--- src/rtl/chunked_rca_adder_if.sv ---
// Operand/result handshake bundle for chunked_rca_adder; master supplies operands
// and out_ready, slave (the adder) returns in_ready and the registered result.
interface chunked_rca_adder_if #(
  parameter int WIDTH = 32
);
  logic             in_valid;
  logic             in_ready;
  logic [WIDTH-1:0] a;
  logic [WIDTH-1:0] b;
  logic             cin;
  logic             sub;
  logic             out_valid;
  logic             out_ready;
  logic [WIDTH-1:0] sum;
  logic             cout;
  logic             ovf;

  modport master (
    output in_valid, a, b, cin, sub, out_ready,
    input  in_ready, out_valid, sum, cout, ovf
  );

  modport slave (
    input  in_valid, a, b, cin, sub, out_ready,
    output in_ready, out_valid, sum, cout, ovf
  );
endinterface

--- src/rtl/chunked_rca_adder.sv ---
// Multi-cycle add/sub, one CHUNK-bit ripple slice per clock; result valid WIDTH/CHUNK edges after accept.
// Accepts only in IDLE; the result is held in DONE until out_ready, with no input/output overlap.
module chunked_rca_adder #(
  parameter int WIDTH = 32,
  parameter int CHUNK = 8
) (
  input logic                clk,
  input logic                rst_n,
  chunked_rca_adder_if.slave bus
);
  localparam int NCHUNK = WIDTH / CHUNK;
  localparam int CW     = (NCHUNK > 1) ? $clog2(NCHUNK) : 1;

  if ((CHUNK < 1) || (CHUNK > WIDTH) || ((WIDTH % CHUNK) != 0)) begin : g_bad_params
    $error("chunked_rca_adder: WIDTH must be a multiple of CHUNK with 1 <= CHUNK <= WIDTH");
  end

  typedef enum logic [1:0] {
    IDLE = 2'd0,
    RUN  = 2'd1,
    DONE = 2'd2
  } state_t;

  state_t            state_q, state_d;
  logic [CW-1:0]     cnt_q, cnt_d;
  logic [WIDTH-1:0]  a_q, a_d;
  logic [WIDTH-1:0]  b_q, b_d;
  logic              carry_q, carry_d;
  logic [WIDTH-1:0]  sum_q, sum_d;
  logic              cout_q, cout_d;
  logic              ovf_q, ovf_d;

  logic [CHUNK-1:0]  a_k;
  logic [CHUNK-1:0]  b_k;
  logic [CHUNK:0]    slice;
  logic              msb_cin;
  logic              last;

  always_comb begin
    a_k = '0;
    b_k = '0;
    for (int k = 0; k < NCHUNK; k++) begin
      if (cnt_q == CW'(k)) begin
        a_k = a_q[k*CHUNK +: CHUNK];
        b_k = b_q[k*CHUNK +: CHUNK];
      end
    end
  end

  assign slice   = {1'b0, a_k} + {1'b0, b_k} + {{CHUNK{1'b0}}, carry_q};
  // Carry into the top bit recovered from its sum bit: s = a ^ b ^ c_in.
  assign msb_cin = a_k[CHUNK-1] ^ b_k[CHUNK-1] ^ slice[CHUNK-1];
  assign last    = (cnt_q == CW'(NCHUNK - 1));

  always_comb begin
    state_d = state_q;
    cnt_d   = cnt_q;
    a_d     = a_q;
    b_d     = b_q;
    carry_d = carry_q;
    sum_d   = sum_q;
    cout_d  = cout_q;
    ovf_d   = ovf_q;

    case (state_q)
      IDLE: begin
        if (bus.in_valid) begin
          a_d     = bus.a;
          b_d     = bus.sub ? ~bus.b : bus.b;
          carry_d = bus.sub ? 1'b1 : bus.cin;
          cnt_d   = '0;
          state_d = RUN;
        end
      end
      RUN: begin
        for (int k = 0; k < NCHUNK; k++) begin
          if (cnt_q == CW'(k)) begin
            sum_d[k*CHUNK +: CHUNK] = slice[CHUNK-1:0];
          end
        end
        carry_d = slice[CHUNK];
        if (last) begin
          cout_d  = slice[CHUNK];
          ovf_d   = msb_cin ^ slice[CHUNK];
          cnt_d   = '0;
          state_d = DONE;
        end else begin
          cnt_d = cnt_q + CW'(1);
        end
      end
      DONE: begin
        if (bus.out_ready) begin
          state_d = IDLE;
        end
      end
      default: state_d = IDLE;
    endcase
  end

  always_ff @(posedge clk or negedge rst_n) begin
    if (!rst_n) begin
      state_q <= IDLE;
      cnt_q   <= '0;
      a_q     <= '0;
      b_q     <= '0;
      carry_q <= 1'b0;
      sum_q   <= '0;
      cout_q  <= 1'b0;
      ovf_q   <= 1'b0;
    end else begin
      state_q <= state_d;
      cnt_q   <= cnt_d;
      a_q     <= a_d;
      b_q     <= b_d;
      carry_q <= carry_d;
      sum_q   <= sum_d;
      cout_q  <= cout_d;
      ovf_q   <= ovf_d;
    end
  end

  assign bus.in_ready  = (state_q == IDLE);
  assign bus.out_valid = (state_q == DONE);
  assign bus.sum       = sum_q;
  assign bus.cout      = cout_q;
  assign bus.ovf       = ovf_q;
endmodule
--- src/flat_wrapper.sv ---
// flat-port wrapper written by rule: the top's interface ports become plain ports
module chunked_rca_adder_flat 
#(
  parameter int WIDTH = 32,
  parameter int CHUNK = 8
)
  (clk, rst_n, bus_in_valid, bus_a, bus_b, bus_cin, bus_sub, bus_out_ready, bus_in_ready, bus_out_valid, bus_sum, bus_cout, bus_ovf);
  chunked_rca_adder_if #(.WIDTH(WIDTH)) bus_i ();
  input logic clk;
  input logic rst_n;
  input wire logic [$bits(bus_i.in_valid)-1:0] bus_in_valid;
  input wire logic [$bits(bus_i.a)-1:0] bus_a;
  input wire logic [$bits(bus_i.b)-1:0] bus_b;
  input wire logic [$bits(bus_i.cin)-1:0] bus_cin;
  input wire logic [$bits(bus_i.sub)-1:0] bus_sub;
  input wire logic [$bits(bus_i.out_ready)-1:0] bus_out_ready;
  output wire logic [$bits(bus_i.in_ready)-1:0] bus_in_ready;
  output wire logic [$bits(bus_i.out_valid)-1:0] bus_out_valid;
  output wire logic [$bits(bus_i.sum)-1:0] bus_sum;
  output wire logic [$bits(bus_i.cout)-1:0] bus_cout;
  output wire logic [$bits(bus_i.ovf)-1:0] bus_ovf;
  assign bus_i.in_valid = bus_in_valid;
  assign bus_i.a = bus_a;
  assign bus_i.b = bus_b;
  assign bus_i.cin = bus_cin;
  assign bus_i.sub = bus_sub;
  assign bus_i.out_ready = bus_out_ready;
  assign bus_in_ready = bus_i.in_ready;
  assign bus_out_valid = bus_i.out_valid;
  assign bus_sum = bus_i.sum;
  assign bus_cout = bus_i.cout;
  assign bus_ovf = bus_i.ovf;
  chunked_rca_adder #(.WIDTH(WIDTH), .CHUNK(CHUNK)) u_core (.clk(clk), .rst_n(rst_n), .bus(bus_i));
endmodule
--- config.mk ---
export PLATFORM = sky130hd
export DESIGN_NAME = chunked_rca_adder_flat
export DESIGN_NICKNAME = d
export VERILOG_FILES = /design/src/rtl/chunked_rca_adder_if.sv /design/src/rtl/chunked_rca_adder.sv /design/src/flat_wrapper.sv
export SDC_FILE = /design/constraint.sdc
export NUM_CORES = 1
export LEC_CHECK = 0
export CAP_MARGIN = 20
export CELL_PAD_IN_SITES_DETAIL_PLACEMENT = 0
export CELL_PAD_IN_SITES_GLOBAL_PLACEMENT = 1
export CORE_MARGIN = 5
export CORE_UTILIZATION = 40
export DETAILED_ROUTE_END_ITERATION = 6
export MAX_ROUTING_LAYER = met4
export PLACE_DENSITY = 0.84
export SYNTH_ARGS = -nofsm -noshare
export SYNTH_HDL_FRONTEND = slang
export SYNTH_SLANG_ARGS = --single-unit
--- constraint.sdc ---
create_clock -name clk -period 9.7 [get_ports clk]
set_clock_uncertainty 0.1 [all_clocks]
set_input_delay 1.455 -clock clk [delete_from_list [all_inputs] [get_ports clk]]
set_output_delay 1.455 -clock clk [all_outputs]
set_load 0.01 [all_outputs]
After elaboration in Yosys (flattened, before gate mapping)
Cells that the tools add are included.
- $add $sub $neg: 3
- equal/unequal tests: 8
- multiplexer cells: 19
- bitwise gates (word level): 4
- reductions and logical operators: 10
- operators by type and width (kind ; count):
    $mux 8 ; 8
    $mux 32 ; 1
    $not 32->32 ; 1
    $reduce_and 2->1 ; 6
    $mux 2 ; 5
    $add 8x8->9 ; 1
    $add 9x1->9 ; 1
    $eq 2x2->1 const B ; 3
    $pmux 2 s3 ; 1
    $eq 2x1->1 const B ; 2
    $logic_not 2->1 ; 2
    $ne 2x2->1 const B ; 2
    $pmux 2 s2 ; 1
    $reduce_and 3->1 ; 1
    $xor 1x1->1 ; 3
    $add 2x1->2 const B ; 1
    $mux 1 ; 2
    $ne 2x1->1 const B ; 1
    $pmux 1 s2 ; 1
    $reduce_bool 2->1 ; 1
- bits in registers: 103

Logic depth before layout (Yosys ltp)
Gate-level depths: netlist (run 1).
- word-level depth: 9
- mapped depth: 16
- depth with buffers taken out: 14

Least setup slack after synthesis (run 1)
No wires, ideal clock.
- path type: register to register
- start point: reg u_core.cnt_q[0]
- end point: reg u_core.sum_q[30] (netlist: u_core.bus.sum[30])
- setup time: 0.132 ns
- data arrival time: 2.931 ns
- required time: 9.468 ns
- slack: 6.538 ns
- stages on the path, launching flop included: 15
- buffers on the path: 2
- period minus slack after synthesis: 3.162 ns
- cell sequence: dfrtp_1 > inv_1 > ha_1 > clkbuf_1 > clkbuf_1 > a21oi_1 > nor2_1 > a21oi_1 > fa_1 > fa_1 > nand2b_1 > a21oi_2 > a31oi_1 > xor2_1 > o21ai_0
- longest elaborated chain between the ends: 7
- RTL lines (what ; line ; source):
    start, declared ; chunked_rca_adder.sv:25 ; logic [CW-1:0] cnt_q, cnt_d;
    start signal, assigned ; chunked_rca_adder.sv:112 ; cnt_q <= cnt_d;
    $logic_not 2->1 ; chunked_rca_adder.sv:43 ; if (cnt_q == CW'(k)) begin
    $mux 8 (4 in series) ; chunked_rca_adder.sv:43 ;
    $add 8x8->9 ; chunked_rca_adder.sv:50 ; assign slice = {1'b0, a_k} + {1'b0, b_k} + {{CHUNK{1'b0}}, carry_q};
    $add 9x1->9 ; chunked_rca_adder.sv:50 ;
    end signal, assigned ; chunked_rca_adder.sv:116 ; sum_q <= sum_d;
    end, declared ; chunked_rca_adder.sv:29 ; logic [WIDTH-1:0] sum_q, sum_d;
Parallel ways exist; a longest one is shown, timed or not.
A chain may end at the register's enable or synchronous reset.

Worst setup path after layout (run 1)
Ends and elaborated chain as after synthesis.

==> impl_metrics.prom, run 1 <==
# TYPE chip_impl_metric gauge
chip_impl_metric{name="global_route.overflow_total",unit=""} 0
chip_impl_metric{name="yosys_warnings",unit=""} 0
chip_impl_metric{name="worstPathRequired",unit="ns"} 9.81
chip_impl_metric{name="fin_nets",unit=""} 722
chip_impl_info{name="worst_setup_path_start_kind",value="register"} 1
chip_impl_info{name="cts_tree",value="built"} 1
chip_impl_metric{name="grt_max_degree",unit=""} 100
chip_impl_metric{name="die_area",unit="um^2"} 14680
chip_impl_metric{name="globalplace.congestion",unit=""} 0.8355
chip_impl_metric{name="period_share",unit="%"} 39.39
chip_impl_metric{name="hold-path-cell-count",unit=""} 2
chip_impl_metric{name="timing.final.max_slew_violations",unit=""} 0
chip_impl_metric{name="final_layout_size_suffix_gt1_share",unit="%"} 4.503
chip_impl_metric{name="post-route-min-period",unit="ns"} 3.821
chip_impl_metric{name="n_fill_cell",unit=""} 1141
chip_impl_metric{name="rrSetupSlack",unit="ns"} 5.88
chip_impl_metric{name="routed_via_density",unit=""} 4.871
chip_impl_metric{name="grt_pass1_vias",unit=""} 3849
chip_impl_metric{name="total_clock_buffers_created_by_cts",unit=""} 9
chip_impl_metric{name="setup_total_negative_slack",unit="ns"} 0
chip_impl_metric{name="max-vdd-ir-drop",unit="uV"} 138.8
chip_impl_info{name="criticalPathCategory",value="reg2reg"} 1
chip_impl_metric{name="cell_area_after_technology_mapping",unit="um^2"} 4942
chip_impl_metric{name="hpwlAfterDp",unit="um"} 8805
chip_impl_metric{name="grt_antenna_before_repair",unit=""} 0
chip_impl_info{name="hold_path.class",value="reg2reg"} 1
chip_impl_info{name="hold_end",value="u_core.a_q[23]$_DFFE_PN0P_"} 1
chip_impl_metric{name="postRouteAntennaNets",unit=""} 0
chip_impl_metric{name="post_drt_wl_per_cell",unit="um"} 14.75
chip_impl_metric{name="start_util",unit="%"} 40.98
chip_impl_metric{name="post_synth.cell_area_avg",unit="um^2"} 8.921
chip_impl_info{name="cts-root-buf",value="clkbuf_16"} 1
chip_impl_metric{name="area_occupied_by_multi_input_gates",unit="um^2"} 2201
chip_impl_metric{name="die-width",unit="um"} 121.2
chip_impl_metric{name="drt_iter0_drc",unit=""} 329
chip_impl_metric{name="antenna_cells_inserted",unit=""} 0
chip_impl_metric{name="track_usage",unit="%"} 17.35
chip_impl_metric{name="report.final.hold_viol_count",unit=""} 0
chip_impl_metric{name="drt_pass1_iterations",unit=""} 4
chip_impl_metric{name="worst_pin_slew",unit="ns"} 1.109
chip_impl_metric{name="worst_r2r_path_depth",unit=""} 12
chip_impl_metric{name="vias",unit=""} 3955
chip_impl_metric{name="critical_path_peak_fanout",unit=""} 33
chip_impl_metric{name="worst_skew_pair.late_latency",unit="ns"} 0.35
chip_impl_metric{name="drt_drc_violations_left",unit=""} 0
chip_impl_metric{name="core-area",unit="um^2"} 12060
chip_impl_metric{name="syn_nets",unit=""} 637
chip_impl_metric{name="yosys_register_bits",unit=""} 103
chip_impl_metric{name="fp.dieH",unit="um"} 121.2
chip_impl_metric{name="holdBufCountCts",unit=""} 0
chip_impl_metric{name="portion_of_the_post_synthesis_area_used_by_sequential_elements",unit="%"} 52.15
chip_impl_metric{name="syn_inst",unit=""} 554
chip_impl_metric{name="totalWireLength",unit="um"} 11980
chip_impl_info{name="critPathCaptureType",value="register"} 1
chip_impl_metric{name="slew-limit-headroom",unit="%"} 26.06
chip_impl_metric{name="lkg_pwr",unit="nW"} 2.844
chip_impl_metric{name="grt_first_pass_wirelength",unit="um"} 19640
chip_impl_metric{name="worstPathArrival",unit="ns"} 3.93
chip_impl_metric{name="cts_setup_buffers",unit=""} 0
chip_impl_metric{name="cts.clk_slew.worst_paths",unit="ns"} 0.07
chip_impl_metric{name="max-clock-path-buffers",unit=""} 2
chip_impl_metric{name="count_of_buffers_from_port_buffering",unit=""} 105
chip_impl_metric{name="sequential_cell_area",unit="um^2"} 2577
chip_impl_metric{name="endpoints_failing_setup",unit=""} 0
chip_impl_metric{name="h-tree-depth",unit=""} 3
chip_impl_metric{name="p_total",unit="mW"} 2.146
chip_impl_metric{name="ios",unit=""} 106
chip_impl_info{name="grt_setup_unrepaired",value="false"} 1
chip_impl_metric{name="rows",unit=""} 40
chip_impl_metric{name="cts.repair.resized",unit=""} 0
chip_impl_metric{name="maxCapViolCount",unit=""} 0
chip_impl_metric{name="cellPowerDensity",unit="nW/um^2"} 336.1
chip_impl_metric{name="area_delta_synth_final",unit="%"} 29.22
chip_impl_metric{name="clock_sink_count",unit=""} 103
chip_impl_metric{name="fmax",unit="MHz"} 261.7
chip_impl_info{name="outcome",value="completed"} 1
chip_impl_metric{name="post_synth_num_cell_types",unit=""} 33
chip_impl_info{name="r2r-end",value="u_core.bus.sum[30]$_DFFE_PN0P_"} 1
chip_impl_info{name="hold_path.startpoint",value="u_core.a_q[23]$_DFFE_PN0P_"} 1
chip_impl_info{name="worstReg2RegStart",value="u_core.cnt_q[0]$_DFFE_PN0P_"} 1
[cell families after synthesis]
family          share of synthesized area (%)
simple gates                            18.43
compound gates                          15.39
flops                                   52.15
xor+xnor                                7.063
buf+inv                                 3.367
fa+ha+maj                               3.595
[state kept, by name (all words and copies together) (netlist names)]
register	flops
u_core.cnt_q	2
u_core.state_q	2
u_core.a_q	32
u_core.bus.ovf	1
u_core.carry_q	1
u_core.bus.cout	1
u_core.bus.sum	32
u_core.b_q	32
[worst max-delay path, stage by stage, from the launching register on]
cell	delay [ns]
dfrtp_1	0.43
inv_1	0.11
ha_1	0.90
a21oi_1	0.16
nor2_1	0.13
a21oi_1	0.07
fa_1	0.43
fa_1	0.41
nand2b_1	0.17
a21oi_2	0.25
a31oi_1	0.14
xor2_1	0.26
o21ai_0	0.13
[routing by layer]
| metal | track usage, % | up-vias | share of wire, % |
|---|---|---|---|
| met1 | 24.38 | 1820 | 48 |
| met2 | 25.91 | 127 | 45 |
| met4 | 4.832 | 0 | 1.5 |
| li1 | - | 1994 | - |
| met3 | 3.357 | 14 | 6.3 |
| met5 | - | - | 0 |
[cells in the mapped netlist]
cell type	instances	area (um^2)
a211o_1	1	8.760
a211oi_1	1	7.510
a21o_1	4	30.03
a21oi_1	31	155.2
a21oi_2	2	17.52
a21oi_4	1	16.27
a22oi_1	6	45.04
a31o_2	1	8.760
a31oi_1	1	6.260
and2_1	1	6.260
and2b_1	1	7.510
and4_1	1	8.760
buf_2	16	80.08
clkbuf_1	19	71.32
dfrtp_1	103	2577
fa_1	2	40.04
ha_1	11	137.6
inv_1	4	15.01
nand2_1	190	713.2
nand2b_1	5	31.28
nand3_1	2	10.01
nand3b_1	10	75.07
nor2_1	14	52.55
nor2b_1	1	6.260
o211ai_1	2	15.01
o21a_1	1	7.510
o21ai_0	79	395.4
o21ai_1	2	10.01
o31ai_1	2	15.01
o32a_4	1	22.52
xnor2_1	33	289.0
xnor2_2	1	16.27
xor2_1	5	43.79
[power by group]
group          leakage (nW)  total (mW)  switching, mW  internal, mW
logic                  1.41        1.04          0.617         0.427
clock network         0.140       0.351          0.172         0.180
registers              1.29       0.751          0.122         0.628
total                  2.84        2.15          0.911          1.24
[placed cells by master, fill, tap and decap left out, drive strengths merged]
cell	count
o21ai	81
nor2	14
o21a	1
a211o	1
a31o	1
nand3	2
a22oi	6
xor2	5
o211ai	2
nand3b	10
clkinvlp	1
a31oi	1
a211oi	1
o32a	1
and2	1
ha	11
and4	1
inv	8
xnor2	34
buf	6
nor2b	1
dfrtp	103
clkbuf	9
o31ai	2
clkdlybuf4s50	103
a21o	4
and2b	1
nand2b	5
clkinv	2
a21oi	34
fa	2
nand2	190
[cell type report]
class	count	share of cell area (%)
Sequential cell	103	40.36
Multi-Input combinational cell	412	34.46
Timing Repair Buffer	109	17.12
Clock buffer	9	3.527
Tap cell	168	3.292
Clock inverter	7	0.9992
Inverter	4	0.2351
[worst max-delay path by stage]
stage / startpoint / endpoint / slack, ns / depth (start not counted)
after floorplan: u_core.cnt_q[0]$_DFFE_PN0P_ / u_core.bus.sum[30]$_DFFE_PN0P_ / 6.54 / 14
after global placement: u_core.cnt_q[0]$_DFFE_PN0P_ / u_core.bus.sum[30]$_DFFE_PN0P_ / 6.02 / 12
after detailed placement: u_core.cnt_q[0]$_DFFE_PN0P_ / u_core.bus.sum[30]$_DFFE_PN0P_ / 5.85 / 12
after CTS: u_core.cnt_q[0]$_DFFE_PN0P_ / u_core.bus.sum[30]$_DFFE_PN0P_ / 5.82 / 12
after global routing: u_core.cnt_q[0]$_DFFE_PN0P_ / u_core.bus.sum[30]$_DFFE_PN0P_ / 5.56 / 12
final: u_core.cnt_q[0]$_DFFE_PN0P_ / u_core.bus.sum[30]$_DFFE_PN0P_ / 5.88 / 12
[metrics by stage]
stage | worst slack (ns) | instances | hold WS, ns | util (%) | area (um^2)
global route | 5.561 | 812 | 0.3955 | 52.95 | 6386
floorplan | 6.538 | 554 | 0.3458 | - | 4942
global placement | 6.018 | 795 | 0.3602 | 50.32 | 6070
CTS | 5.824 | 811 | 0.3816 | 52.72 | 6359
finish | 5.879 | 812 | 0.3759 | 52.95 | 6386
detailed placement | 5.848 | 795 | 0.3628 | 50.32 | 6070
No activity file was read; power rests on OpenSTA's default activity.
==> run 2: changes to the inputs <==
CORE_UTILIZATION = 34   (was 40)
PLACE_DENSITY = 0.76   (was 0.84)
clock period = 3.5 ns   (was 9.7 ns; I/O delays follow)
==> run 2 against run 1 <==
Final cell count is 3.0% higher. Non-clock buffer count increased by 8. Flip-flop and latch count stayed put. Final area rose by 1.7%. Combinational power rose to 2.9 times the previous value. Global-route usage down 1.4 points. Maximum frequency is 19% higher. Wire length up 4.9%. Via count grew 0.33%. First-iteration DRC count decreased by 17%. Core utilization is 7.7 points lower. Worst setup slack worse by 5.6 ns.
==> impl_metrics.prom, run 2 (same netlist as run 1, synthesis figures left out) <==
# TYPE chip_impl_metric gauge
chip_impl_info{name="outcome",value="completed"} 1
chip_impl_metric{name="lkg_pwr",unit="nW"} 2.895
chip_impl_metric{name="fmax",unit="MHz"} 310.6
chip_impl_info{name="hold_path.class",value="in2async"} 1
chip_impl_metric{name="final_layout_size_suffix_gt1_share",unit="%"} 6.288
chip_impl_metric{name="post_drt_wl_per_cell",unit="um"} 15.02
chip_impl_metric{name="rows",unit=""} 44
chip_impl_metric{name="post-route-min-period",unit="ns"} 3.220
chip_impl_metric{name="grt_max_degree",unit=""} 57
chip_impl_metric{name="h-tree-depth",unit=""} 3
chip_impl_metric{name="total_clock_buffers_created_by_cts",unit=""} 9
chip_impl_metric{name="drt_iter0_drc",unit=""} 272
chip_impl_metric{name="die_area",unit="um^2"} 17050
chip_impl_metric{name="endpoints_failing_setup",unit=""} 0
chip_impl_metric{name="final_cell_count_no_fill",unit=""} 836
chip_impl_metric{name="track_usage",unit="%"} 15.96
chip_impl_metric{name="setup_total_negative_slack",unit="ns"} 0
chip_impl_metric{name="die-width",unit="um"} 130.6
chip_impl_metric{name="postRouteAntennaNets",unit=""} 0
chip_impl_metric{name="slew-limit-headroom",unit="%"} 42.98
chip_impl_info{name="cts-root-buf",value="clkbuf_16"} 1
chip_impl_metric{name="timing.final.max_slew_violations",unit=""} 0
chip_impl_metric{name="cellPowerDensity",unit="nW/um^2"} 942.6
chip_impl_metric{name="worst_r2r_path_depth",unit=""} 14
chip_impl_metric{name="critical_path_peak_fanout",unit=""} 12
chip_impl_metric{name="grt_first_pass_wirelength",unit="um"} 20860
chip_impl_metric{name="fp.dieH",unit="um"} 130.6
chip_impl_info{name="criticalPathCategory",value="reg2reg"} 1
chip_impl_metric{name="global_route.usage.met2",unit="%"} 25.07
chip_impl_metric{name="grt_antenna_before_repair",unit=""} 0
chip_impl_metric{name="antenna_cells_inserted",unit=""} 0
chip_impl_metric{name="clock_sink_count",unit=""} 103
chip_impl_info{name="grt_setup_unrepaired",value="false"} 1
chip_impl_metric{name="global_route.overflow_total",unit=""} 0
chip_impl_metric{name="vias",unit=""} 3968
chip_impl_metric{name="maxCapViolCount",unit=""} 0
chip_impl_metric{name="count_of_buffers_from_port_buffering",unit=""} 105
chip_impl_metric{name="area_delta_synth_final",unit="%"} 31.42
chip_impl_metric{name="n_fill_cell",unit=""} 1392
chip_impl_metric{name="core-area",unit="um^2"} 14370
chip_impl_metric{name="period_share",unit="%"} 91.99
chip_impl_metric{name="report.final.hold_viol_count",unit=""} 0
chip_impl_metric{name="routed_via_density",unit=""} 4.746
chip_impl_metric{name="hpwlAfterDp",unit="um"} 9566
chip_impl_metric{name="drt_drc_violations_left",unit=""} 0
chip_impl_metric{name="ios",unit=""} 106
chip_impl_metric{name="worst_skew_pair.late_latency",unit="ns"} 0.35
chip_impl_metric{name="rrSetupSlack",unit="ns"} 0.28
chip_impl_info{name="critPathCaptureType",value="register"} 1
chip_impl_info{name="final_cell_mix",value="189 x nand2_1, 103 x clkdlybuf4s50_1, 103 x dfrtp_1"} 1
chip_impl_metric{name="start_util",unit="%"} 34.40
chip_impl_info{name="worst_setup_path_start_kind",value="register"} 1
chip_impl_info{name="cts_tree",value="built"} 1
chip_impl_metric{name="grt_pass1_vias",unit=""} 4213
chip_impl_metric{name="post-place-cells",unit=""} 820
chip_impl_metric{name="worstPathRequired",unit="ns"} 3.61
chip_impl_metric{name="fin_nets",unit=""} 730
chip_impl_info{name="busiest_layer",value="met2"} 1
chip_impl_metric{name="use_met1",unit="%"} 21.52
chip_impl_info{name="mostFrequentLayoutCell",value="nand2_1"} 1
chip_impl_info{name="worstReg2RegStart",value="u_core.cnt_q[1]$_DFFE_PN0P_"} 1
chip_impl_metric{name="worstPathArrival",unit="ns"} 3.33
chip_impl_info{name="r2r-end",value="u_core.bus.ovf$_DFFE_PN0P_"} 1
chip_impl_metric{name="worst_pin_slew",unit="ns"} 0.8553
chip_impl_metric{name="drt_pass1_iterations",unit=""} 4
chip_impl_metric{name="cts.clk_slew.worst_paths",unit="ns"} 0.07
chip_impl_metric{name="max-clock-path-buffers",unit=""} 2
chip_impl_metric{name="cts_setup_buffers",unit=""} 0
chip_impl_metric{name="groute.layer.met3.usage",unit="%"} 3.049
chip_impl_metric{name="max-vdd-ir-drop",unit="uV"} 477.7
chip_impl_metric{name="globalplace.congestion",unit=""} 0.8066
chip_impl_metric{name="totalWireLength",unit="um"} 12560
-- run 2: cell type report --
class | instances | area [um^2] | share of cell area, %
clock buffers | 10 | 239.0 | 3.679
clock inverters | 6 | 66.31 | 1.021
inverters | 4 | 15.01 | 0.2312
multi-input cells | 412 | 2221 | 34.19
flip-flops and latches | 103 | 2577 | 39.68
well taps | 184 | 230.2 | 3.545
repair buffers | 117 | 1146 | 17.65
-- run 2: what timing repair did --
action | in CTS | in global routing
hold buffers | 0 | 0
gates resized for setup | 0 | 5
endpoints found under the setup margin | 0 | 12
-- run 2: worst max path at each step --
stage                     slack [ns]                         from                              to  cells after the start
after detailed placement        0.16  u_core.cnt_q[0]$_DFFE_PN0P_      u_core.bus.ovf$_DFFE_PN0P_                     13
after global routing            0.03  u_core.cnt_q[1]$_DFFE_PN0P_  u_core.bus.sum[30]$_DFFE_PN0P_                     14
final                           0.28  u_core.cnt_q[1]$_DFFE_PN0P_      u_core.bus.ovf$_DFFE_PN0P_                     14
after floorplan                 0.34  u_core.cnt_q[0]$_DFFE_PN0P_  u_core.bus.sum[30]$_DFFE_PN0P_                     14
after global placement          0.26  u_core.cnt_q[0]$_DFFE_PN0P_      u_core.bus.ovf$_DFFE_PN0P_                     13
after CTS                       0.15  u_core.cnt_q[0]$_DFFE_PN0P_      u_core.bus.ovf$_DFFE_PN0P_                     13
-- run 2: report_power, final --
group	leakage, nW	switching [mW]	internal [mW]	total, mW
sequential	1.29	0.331	1.74	2.07
combinational	1.45	1.77	1.25	3.02
clock	0.153	0.449	0.578	1.03
total	2.90	2.55	3.57	6.12
-- run 2: critical path, stage by stage, from the launching register on --
cell,delay (ns)
dfrtp_1,0.38
inv_1,0.11
ha_2,0.22
buf_4,0.17
nor2b_2,0.28
a22oi_1,0.11
nor2_1,0.12
a21oi_1,0.05
o21ai_0,0.30
ha_1,0.35
a21o_1,0.22
a31o_2,0.27
a21oi_4,0.15
xor2_1,0.17
o21ai_1,0.07
-- run 2: per-layer routing --
metal  up-vias  part of all wire, %
met3        12                  5.0
met5         -                    0
met2       101                   46
met1      1856                   48
li1       1999                    -
met4         0                  1.0
-- run 2: metrics by stage --
stage	setup slack, ns	hold WS, ns	power, mW	cell area (um^2)	utilization, %
6_report	0.2803	0.08862	6.122	6495	45.20
2_1_floorplan	0.3376	0.1294	3.912	4942	-
5_1_grt	0.03112	0.1289	6.661	6495	45.20
4_1_cts	0.1468	0.1093	6.152	6475	45.06
3_5_place_dp	0.1628	0.3629	5.116	6170	42.94
3_3_place_gp	0.2619	0.3582	5.021	6170	42.94
==> run 3: changes to the inputs <==
clock period = 2.65 ns   (was 3.5 ns; I/O delays follow)
==> run 3 against run 2 <==
The flow now finishes with violations (setup timing). Clock power increased by 39%. Sequential share of layout area decreased by 3.1 points. Worst setup slack worse by 0.62 ns. Hold slack gained 0.29 ns. Clock-buffer cell count rose by 1. Power rose by 57%. Die area is the same. Register-to-register slack got worse by 0.62 ns. Critical path type unchanged. Highest routed layer unchanged.
==> impl_metrics.prom, run 3 (same netlist as run 1, synthesis figures left out) <==
# TYPE chip_impl_metric gauge
chip_impl_info{name="crit_path_cell_trace",value="ha_4, buf_4, buf_6, buf_6, nand3b_1, a21oi_2, a21oi_2, o21ai_1, ha_1, a211o_1, o32a_4, xnor2_4, o21ai_1"} 1
chip_impl_metric{name="worst_r2r_path_depth",unit=""} 13
chip_impl_metric{name="grt_max_degree",unit=""} 69
chip_impl_metric{name="ios",unit=""} 106
chip_impl_metric{name="period_share",unit="%"} 112.6
chip_impl_metric{name="globalplace.congestion",unit=""} 0.8597
chip_impl_metric{name="track_usage",unit="%"} 16.80
chip_impl_info{name="outcome",value="complete, but fails checks"} 1
chip_impl_metric{name="post-place-cells",unit=""} 849
chip_impl_metric{name="routed_via_density",unit=""} 4.699
chip_impl_metric{name="antenna_cells_inserted",unit=""} 0
chip_impl_metric{name="use_met1",unit="%"} 22.32
chip_impl_metric{name="rows",unit=""} 44
chip_impl_metric{name="drt_drc_violations_left",unit=""} 0
chip_impl_metric{name="lkg_pwr",unit="nW"} 3.161
chip_impl_metric{name="drt_iter0_drc",unit=""} 271
chip_impl_metric{name="count_of_buffers_from_port_buffering",unit=""} 105
chip_impl_info{name="hold_path.startpoint",value="u_core.bus.sum[5]$_DFFE_PN0P_"} 1
chip_impl_metric{name="max-clock-path-buffers",unit=""} 2
chip_impl_metric{name="fin_nets",unit=""} 767
chip_impl_info{name="worst_setup_path_start_kind",value="register"} 1
chip_impl_info{name="cts_tree",value="built"} 1
chip_impl_info{name="crit_slowest_cell",value="dfrtp_2"} 1
chip_impl_metric{name="max-vdd-ir-drop",unit="uV"} 556.1
chip_impl_metric{name="report.final.hold_viol_count",unit=""} 0
chip_impl_metric{name="post-route-min-period",unit="ns"} 2.985
chip_impl_info{name="violations",value="setup timing"} 1
chip_impl_info{name="crit_path_start",value="u_core.cnt_q[0]$_DFFE_PN0P_"} 1
chip_impl_info{name="worstReg2RegStart",value="u_core.cnt_q[0]$_DFFE_PN0P_"} 1
chip_impl_metric{name="worst_pin_slew",unit="ns"} 0.7695
chip_impl_info{name="critPathCaptureType",value="register"} 1
chip_impl_metric{name="post_drt_wl_per_cell",unit="um"} 14.88
chip_impl_metric{name="timing.final.max_slew_violations",unit=""} 0
chip_impl_metric{name="global_route.overflow_total",unit=""} 0
chip_impl_metric{name="fmax",unit="MHz"} 335.0
chip_impl_metric{name="cellPowerDensity",unit="nW/um^2"} 1359
chip_impl_metric{name="vias",unit=""} 4102
chip_impl_metric{name="worstPathArrival",unit="ns"} 3.09
chip_impl_metric{name="slew-limit-headroom",unit="%"} 48.58
chip_impl_metric{name="hpwlAfterDp",unit="um"} 9905
chip_impl_metric{name="endpoints_failing_setup",unit=""} 23
chip_impl_info{name="mostFrequentLayoutCell",value="nand2_1"} 1
chip_impl_metric{name="die-width",unit="um"} 130.6
chip_impl_metric{name="start_util",unit="%"} 34.40
chip_impl_info{name="final_cell_mix",value="188 x nand2_1, 103 x clkdlybuf4s50_1, 102 x dfrtp_1"} 1
chip_impl_metric{name="worst_skew_pair.late_latency",unit="ns"} 0.35
chip_impl_info{name="busiest_layer",value="met2"} 1
chip_impl_metric{name="global_route.usage.met2",unit="%"} 26.45
chip_impl_metric{name="grt_pass1_vias",unit=""} 4338
chip_impl_metric{name="final_layout_size_suffix_gt1_share",unit="%"} 17.85
chip_impl_metric{name="die_area",unit="um^2"} 17050
chip_impl_metric{name="critical_path_peak_fanout",unit=""} 7
chip_impl_info{name="setup.worst_path.end",value="u_core.bus.sum[31]$_DFFE_PN0P_"} 1
chip_impl_info{name="hold_path.class",value="reg2reg"} 1
chip_impl_info{name="grt_setup_unrepaired",value="true"} 1
chip_impl_metric{name="fp.dieH",unit="um"} 130.6
chip_impl_info{name="cts-root-buf",value="clkbuf_16"} 1
chip_impl_metric{name="rrSetupSlack",unit="ns"} -0.33
chip_impl_metric{name="maxCapViolCount",unit=""} 0
chip_impl_metric{name="totalWireLength",unit="um"} 12990
chip_impl_metric{name="n_fill_cell",unit=""} 1352
chip_impl_metric{name="core-area",unit="um^2"} 14370
chip_impl_info{name="r2r-end",value="u_core.bus.sum[31]$_DFFE_PN0P_"} 1
chip_impl_info{name="criticalPathCategory",value="reg2reg"} 1
chip_impl_metric{name="setup_ws",unit="ns"} -0.3347
chip_impl_metric{name="drt_pass1_iterations",unit=""} 4
chip_impl_metric{name="cts.clk_slew.worst_paths",unit="ns"} 0.07
chip_impl_metric{name="final_cell_count_no_fill",unit=""} 873
chip_impl_metric{name="clock_sink_count",unit=""} 103
chip_impl_metric{name="postRouteAntennaNets",unit=""} 0
chip_impl_metric{name="area_delta_synth_final",unit="%"} 42.71
chip_impl_metric{name="grt_first_pass_wirelength",unit="um"} 21820
chip_impl_metric{name="total_clock_buffers_created_by_cts",unit=""} 9
chip_impl_metric{name="crit_path_max_cell_delay",unit="ns"} 0.44
chip_impl_metric{name="h-tree-depth",unit=""} 3
chip_impl_metric{name="groute.layer.met3.usage",unit="%"} 3.659
chip_impl_metric{name="worstPathRequired",unit="ns"} 2.76
chip_impl_metric{name="final_core_util",unit="%"} 49.09
chip_impl_metric{name="grt_antenna_before_repair",unit=""} 0
run 3: cell types whose count changed in the layout (fill, tap and decap cells not counted), moves of 3 or more:
cell,previous run,this run
a22oi_2,0,3
a21oi_2,2,13
buf_6,0,3
a21oi_1,31,19
a22oi_1,6,3
o21ai_2,0,18
o21ai_0,79,46
buf_4,12,42
o21ai_1,2,17
run 3: what timing repair did:
action,CTS,global route
endpoints found under the setup margin,27,31
buffers inserted,4,3
pin swaps,20,21
endpoints found under the hold margin,42,0
cloned,2,0
gates resized for setup,45,35
hold buffers,1,0
run 3: layer usage:
layer	routed length, um	up-vias	part of all wire, %
met5	0	-	0
met4	150	0	1.2
met3	625	12	4.8
met2	6190	93	48
met1	6020	1920	46
li1	-	2077	-
run 3: report_power, final:
part | leakage, nW | internal, mW | switching, mW
combinational | 1.71 | 2.51 | 2.88
sequential | 1.29 | 2.30 | 0.470
clock | 0.160 | 0.854 | 0.578
total | 3.16 | 5.66 | 3.93
run 3: through the flow:
step	hold slack, ns	power [mW]	setup TNS [ns]	setup slack, ns	instance area (um^2)
4_1_cts	0.3812	9.340	-5.156	-0.3132	6947
6_report	0.3797	9.588	-5.888	-0.3347	7053
3_3_place_gp	0.3174	7.373	-5.414	-0.4696	6452
3_5_place_dp	0.3206	7.451	-7.213	-0.5264	6452
5_1_grt	0.3999	10.36	-10.63	-0.4953	7053
2_1_floorplan	0.001909	5.329	-2.120	-0.2831	5017
run 3: layout make-up:
class | instances | area (um^2) | area share, %
flip-flops and latches | 103 | 2579 | 36.56
multi-input cells | 412 | 2447 | 34.70
repair buffers | 154 | 1460 | 20.70
clock buffers | 11 | 242.7 | 3.442
well taps | 184 | 230.2 | 3.264
clock inverters | 5 | 78.83 | 1.118
inverters | 4 | 15.01 | 0.2129
run 3: worst min-delay path by stage:
stage / endpoint / slack [ns] / depth (start not counted)
4_1_cts: u_core.b_q[20]$_DFFE_PN0P_ / 0.38 / 3
3_5_place_dp: u_core.a_q[12]$_DFFE_PN0P_ / 0.32 / 1
6_report: u_core.bus.sum[5]$_DFFE_PN0P_ / 0.38 / 2
5_1_grt: u_core.bus.sum[19]$_DFFE_PN0P_ / 0.40 / 2
2_1_floorplan: u_core.a_q[0]$_DFFE_PN0P_ / 0.002 / 0
3_3_place_gp: u_core.a_q[12]$_DFFE_PN0P_ / 0.32 / 1
run 3: worst max-delay path, delay by kind of cell (launching register included):
family	cells	cell delay, ns
buf+inv	3	0.37
fa+ha+maj	2	0.47
flops	1	0.44
compound gates	6	1.09
xor+xnor	1	0.21
simple gates	1	0.17
